$ cat src/rtl/instr_fetch_unit.sv
// Purpose : sequential instruction fetch with a 2-entry decode buffer and branch redirect.
// Latency : request issued the cycle after the decision; ack data is visible on instr the cycle after ack.
// Backpres: new fetches stop while the buffer has no room; instr/instr_pc hold while instr_ready is low.
//
// Ports:
//   clk, rst_n                        clock, async active-low reset
//   imem_req/imem_addr                single-outstanding fetch request, held until imem_ack
//   imem_ack/imem_rdata               one-cycle response strobe and returned word
//   instr_valid/instr/instr_pc        buffer head toward decode (NOP_INSTR / 0 when empty)
//   instr_ready                       decode accepts head
//   redirect_valid/redirect_pc        taken branch/jump, flushes buffer and retargets the PC
//   misalign_err                      one-cycle pulse after a redirect with redirect_pc[1:0] != 0

// Purpose : generic valid/ready FIFO with synchronous flush.
// Latency : a word pushed at edge N is presented on out_dat after edge N.
// Backpres: push is dropped when full unless a pop happens in the same cycle.
module ifu_fifo #(
  parameter int W     = 64,
  parameter int DEPTH = 2
) (
  input  logic                       clk,
  input  logic                       rst_n,
  input  logic                       flush,
  input  logic                       push_vld,
  input  logic [W-1:0]               push_dat,
  input  logic                       pop_rdy,
  output logic                       out_vld,
  output logic [W-1:0]               out_dat,
  output logic [$clog2(DEPTH+1)-1:0] count
);
  localparam int PW = (DEPTH > 1) ? $clog2(DEPTH) : 1;
  localparam int CW = $clog2(DEPTH+1);

  logic [W-1:0]  mem [DEPTH];
  logic [PW-1:0] rptr, wptr;
  logic          do_push, do_pop;

  function automatic logic [PW-1:0] ptr_inc(input logic [PW-1:0] p);
    return (p == PW'(DEPTH-1)) ? '0 : p + 1'b1;
  endfunction

  assign out_vld = (count != '0);
  assign out_dat = mem[rptr];
  assign do_pop  = pop_rdy && out_vld && !flush;
  // Pushing into a full FIFO is fine when the head leaves in the same cycle.
  assign do_push = push_vld && !flush && ((count != CW'(DEPTH)) || do_pop);

  always_ff @(posedge clk or negedge rst_n) begin
    if (!rst_n) begin
      rptr  <= '0;
      wptr  <= '0;
      count <= '0;
    end else if (flush) begin
      rptr  <= '0;
      wptr  <= '0;
      count <= '0;
    end else begin
      if (do_push) wptr <= ptr_inc(wptr);
      if (do_pop)  rptr <= ptr_inc(rptr);
      case ({do_push, do_pop})
        2'b10:   count <= count + 1'b1;
        2'b01:   count <= count - 1'b1;
        default: count <= count;
      endcase
    end
  end

  always_ff @(posedge clk) begin
    if (do_push) mem[wptr] <= push_dat;
  end
endmodule

module instr_fetch_unit #(
  parameter int          XLEN      = 32,
  parameter logic [XLEN-1:0] RESET_PC  = 32'h0000_0000,
  parameter logic [31:0] NOP_INSTR = 32'h0000_0013
) (
  input  logic            clk,
  input  logic            rst_n,
  output logic            imem_req,
  output logic [XLEN-1:0] imem_addr,
  input  logic            imem_ack,
  input  logic [31:0]     imem_rdata,
  output logic            instr_valid,
  output logic [31:0]     instr,
  output logic [XLEN-1:0] instr_pc,
  input  logic            instr_ready,
  input  logic            redirect_valid,
  input  logic [XLEN-1:0] redirect_pc,
  output logic            misalign_err
);
  typedef enum logic [1:0] {IDLE, WAIT, DROP} state_t;

  state_t            state, state_nxt;
  logic [XLEN-1:0]   pc, pc_nxt, addr_nxt;
  logic              req_nxt;
  logic              push;
  logic              space;
  logic              head_vld;
  logic [XLEN+31:0]  head_dat;
  logic [1:0]        fifo_cnt;

  // Room exists if the buffer is not full or the head leaves this cycle.
  assign space = (fifo_cnt != 2'd2) || (head_vld && instr_ready);

  always_comb begin
    state_nxt = state;
    pc_nxt    = pc;
    req_nxt   = imem_req;
    addr_nxt  = imem_addr;
    push      = 1'b0;
    case (state)
      IDLE: begin
        if (!redirect_valid && space) begin
          req_nxt   = 1'b1;
          addr_nxt  = pc;
          state_nxt = WAIT;
        end
      end
      WAIT: begin
        if (imem_ack) begin
          req_nxt   = 1'b0;
          state_nxt = IDLE;
          // Data returning alongside a redirect is stale: drop it, keep the new PC.
          if (!redirect_valid) begin
            push   = 1'b1;
            pc_nxt = pc + XLEN'(4);
          end
        end else if (redirect_valid) begin
          state_nxt = DROP;
        end
      end
      DROP: begin
        if (imem_ack) begin
          req_nxt   = 1'b0;
          state_nxt = IDLE;
        end
      end
      default: state_nxt = IDLE;
    endcase
    if (redirect_valid) pc_nxt = {redirect_pc[XLEN-1:2], 2'b00};
  end

  always_ff @(posedge clk or negedge rst_n) begin
    if (!rst_n) begin
      state        <= IDLE;
      pc           <= RESET_PC;
      imem_req     <= 1'b0;
      imem_addr    <= RESET_PC;
      misalign_err <= 1'b0;
    end else begin
      state        <= state_nxt;
      pc           <= pc_nxt;
      imem_req     <= req_nxt;
      imem_addr    <= addr_nxt;
      misalign_err <= redirect_valid && (redirect_pc[1:0] != 2'b00);
    end
  end

  ifu_fifo #(.W(XLEN+32), .DEPTH(2)) u_fifo (
    .clk      (clk),
    .rst_n    (rst_n),
    .flush    (redirect_valid),
    .push_vld (push),
    .push_dat ({imem_rdata, imem_addr}),
    .pop_rdy  (instr_ready),
    .out_vld  (head_vld),
    .out_dat  (head_dat),
    .count    (fifo_cnt)
  );

  assign instr_valid = head_vld;
  assign instr       = head_vld ? head_dat[XLEN+31:XLEN] : NOP_INSTR;
  assign instr_pc    = head_vld ? head_dat[XLEN-1:0] : '0;
endmodule

$ cat config.mk
export PLATFORM = sky130hd
export DESIGN_NAME = instr_fetch_unit
export DESIGN_NICKNAME = d
export VERILOG_FILES = /design/src/rtl/instr_fetch_unit.sv
export SDC_FILE = /design/constraint.sdc
export NUM_CORES = 1
export LEC_CHECK = 0
export BUFFER_PORTS_ARGS = -buffer_cell sky130_fd_sc_hd__buf_2
export CAP_MARGIN = 20
export CELL_PAD_IN_SITES_DETAIL_PLACEMENT = 0
export CELL_PAD_IN_SITES_GLOBAL_PLACEMENT = 1
export CORE_MARGIN = 10
export CORE_UTILIZATION = 30
export CTS_CLUSTER_SIZE = 30
export DETAILED_ROUTE_END_ITERATION = 6
export GPL_ROUTABILITY_DRIVEN = 1
export MAX_ROUTING_LAYER = met4
export PLACE_DENSITY_LB_ADDON = 0.2
export SETUP_SLACK_MARGIN = 0.3
export SLEW_MARGIN = 10
export SYNTH_ARGS = -nofsm -noshare
export SYNTH_HDL_FRONTEND = slang
export SYNTH_HIERARCHICAL = 1
export SYNTH_SLANG_ARGS = --single-unit
$ cat constraint.sdc
create_clock -name clk -period 6.3 [get_ports clk]
set_input_delay 0 -clock clk [delete_from_list [all_inputs] [get_ports clk]]
set_output_delay 0 -clock clk [all_outputs]
set_load 0.005 [all_outputs]
==> metrics.csv <==
metric,value,unit
status,"finished, final reports clean",
p_per_area,320,mW/mm^2
grt_pass1_wl,33.2,mm
clk_pin_slew,70,ps
first_pass_iters,4,
syn_inst,595,
clock.fmax,347,MHz
gp_congestion,0.766,
grt_start_max_net_pins,69,
diodes,0,
fp.coreArea,0.0277,sq mm
hold_buffers,67,
yosysSeqAreaShare,65.9,%
placedCellCount,1116,
clock_latency,430,ps
grt_remaining_overflow,0,
final_core_util,39.7,%
final_antenna_net_count,0,
p_leak,4.28,nW
cp_max_fo,43,
drc,0,
async_flop_share,34.7,%
period_needed,2880,ps
die_w,188,microns
placementRows,61,
end_kind,flip-flop,
syn_to_final_growth,30.6,%
place_hpwl,14.6,mm
cp-start-kind,flip-flop,
synth_edf_count,128,
htreeDepth,4,
io_buffers,165,
peakVddDrop,0.000160,V
cts_made_buffers,17,
fin_crit_sh,45.8,%
synth_area_per_cell,14.2,sq um
holdCritPathClass,in2reg,
cts_sinks,196,
timing.max_slew.rel_slack,35.3,%
cts_resized,0,
drive_gt1_share,37.1,%
synth-seq-cells,196,
antenna_found_initial,0,
viasPerCell,4.53,
nNetsFinal,901,
postRouteWirelength,20.8,mm
initial_core_util,30.4,%
rsz0062_at_grt,false,
critPathArrivalTime,2950,ps
synthTopCellsByArea,"edfxtp_1 46%, dfrtp_1 20%, mux2_2 13%",
post_cts_buffers,0,
synth_top_area_share,45.7,%
critPathKind,reg2reg,
cts_tree,done,
ys_warn_count,6,
die-height,188,microns
synth_area,0.00842,sq mm
final_cells,1218,
timing.final.hold_violations,0,
setup_viol,0,
grt_pass1_vias,5698,
critPathRequiredTime,6360,ps
synth_ff_type,edfxtp_1,
wire_per_inst,17.1,microns
ys_types,47,
synth_top_cell_by_area,edfxtp_1,
vias,5521,
drt_iter0_markers,261,
fin_skew,11.6,ps
r2r_slack,3420,ps
clockRootBuffer,clkbuf_16,
io_pins,168,
tightest_slew,965,ps
fill_cells,2610,
grt_usage,12.2,%
clock_path_buffers,2,
maxCapViolCount,0,
slew_violations,0,
dieArea,0.0352,sq mm
tns,0,ps
-- routing by layer --
metal	global-route usage, %	routed length, microns	vias up
li1	-	-	2651
met2	18.7	9850	140
met4	3.85	312	0
met5	-	0	-
met1	15.7	9830	2711
met3	2.75	851	19
-- power by group --
part	switching [W]	internal, W
logic	0.000288	0.000334
registers	0.000184	0.00159
clock network	0.000492	0.000637
total	0.000964	0.00256
-- area by class of cell --
type | count | area, sq um | area share [%]
Clock buffer | 17 | 425 | 3.87
Clock inverter | 15 | 195 | 1.78
Inverter | 12 | 45.0 | 0.410
Multi-Input combinational cell | 359 | 2720 | 24.7
Sequential cell | 196 | 5550 | 50.5
Tap cell | 378 | 473 | 4.30
Timing Repair Buffer | 241 | 1590 | 14.5
-- stage by stage --
step | cell area [sq um] | hold slack [ps] | total power (W) | setup WS (ps)
2_1_floorplan | 8450 | -296 | 0.00206 | 2000
3_3_place_gp | 9650 | 191 | 0.00239 | 2830
3_5_place_dp | 9650 | 194 | 0.00241 | 2720
4_1_cts | 10900 | 84.7 | 0.00358 | 2700
5_1_grt | 11000 | 131 | 0.00372 | 3200
6_report | 11000 | 92.2 | 0.00352 | 3420
-- synth_stat cells, types with 3 or more instances --
cell and count:
xor2_1 5, and3_1 3, o21ai_0 18, ha_1 5
o31ai_1 13, and4_1 3, a21oi_1 4, a31oi_1 19
nor2_1 24, buf_1 3, and2_1 63, inv_2 3
buf_2 12, clkbuf_1 15, nand2b_1 5, edfxtp_1 128
inv_1 8, or3_1 4, nand4_1 3, dfrtp_1 68
xnor2_1 7, nor4_1 3, mux2_2 95, nand3_1 9
nand2_1 29, nor3_1 6, or4_1 17
-- layout by cell type (no fill, tap or decap), types with 6 or more instances in the layout --
| cell | netlist | routed |
|---|---|---|
| o31ai_1 | 13 | 13 |
| or4_1 | 17 | 17 |
| dfrtp_1 | 68 | 67 |
| dlygate4sd3_1 | 0 | 67 |
| buf_2 | 12 | 165 |
| a31oi_1 | 19 | 19 |
| inv_1 | 8 | 8 |
| xnor2_1 | 7 | 7 |
| o21ai_0 | 18 | 18 |
| nor2_1 | 24 | 24 |
| buf_4 | 2 | 6 |
| conb_1 | 1 | 6 |
| edfxtp_1 | 128 | 128 |
| nand3_1 | 9 | 9 |
| nand2_1 | 29 | 29 |
| clkbuf_16 | 0 | 17 |
| mux2_2 | 95 | 95 |
| and2_1 | 63 | 63 |
-- kinds of logic after synthesis --
group | count (synthesis) | synth area share [%]
xor+xnor | 12 | 1.25
compound gates | 63 | 4.93
buf+inv | 45 | 2.36
other cells | 1 | 0.0445
mux | 97 | 12.9
flops | 196 | 65.9
fa+ha+maj | 5 | 0.743
simple gates | 176 | 11.9
-- worst max-delay path, cell delays in order, from the launching register on --
cell and delay [ps]:
dfrtp_1 410, inv_1 100, ha_1 260, nand2_1 150, nor2_1 410, o31ai_2 240, nor3b_4 370, buf_4 560
-- flip-flops by register name, indices dropped and copies added (netlist names) --
| signal | count |
|---|---|
| imem_addr | 30 |
| imem_req | 1 |
| misalign_err | 1 |
| pc | 30 |
| state | 2 |
| u_fifo/count | 2 |
| u_fifo/mem | 128 |
| u_fifo/rptr | 1 |
| u_fifo/wptr | 1 |
-- path summary, 6_finish.rpt --
path,to,cells after the start,from
worst max-delay path,u_fifo/mem[1][9]$_DFFE_PP_,7,state[1]$_DFFE_PN0P_
worst min-delay path,u_fifo/rptr$_DFFE_PN0P_,3,redirect_valid
worst max register to register,u_fifo/mem[1][9]$_DFFE_PP_,7,state[1]$_DFFE_PN0P_
worst min register to register,u_fifo/mem[1][23]$_DFFE_PP_,0,imem_addr[23]$_DFFE_PN0P_
max in group asynchronous,u_fifo/rptr$_DFFE_PN0P_,3,rst_n
min in group asynchronous,imem_addr[22]$_DFFE_PN0P_,3,rst_n
(Power assumes the default switching activity.)
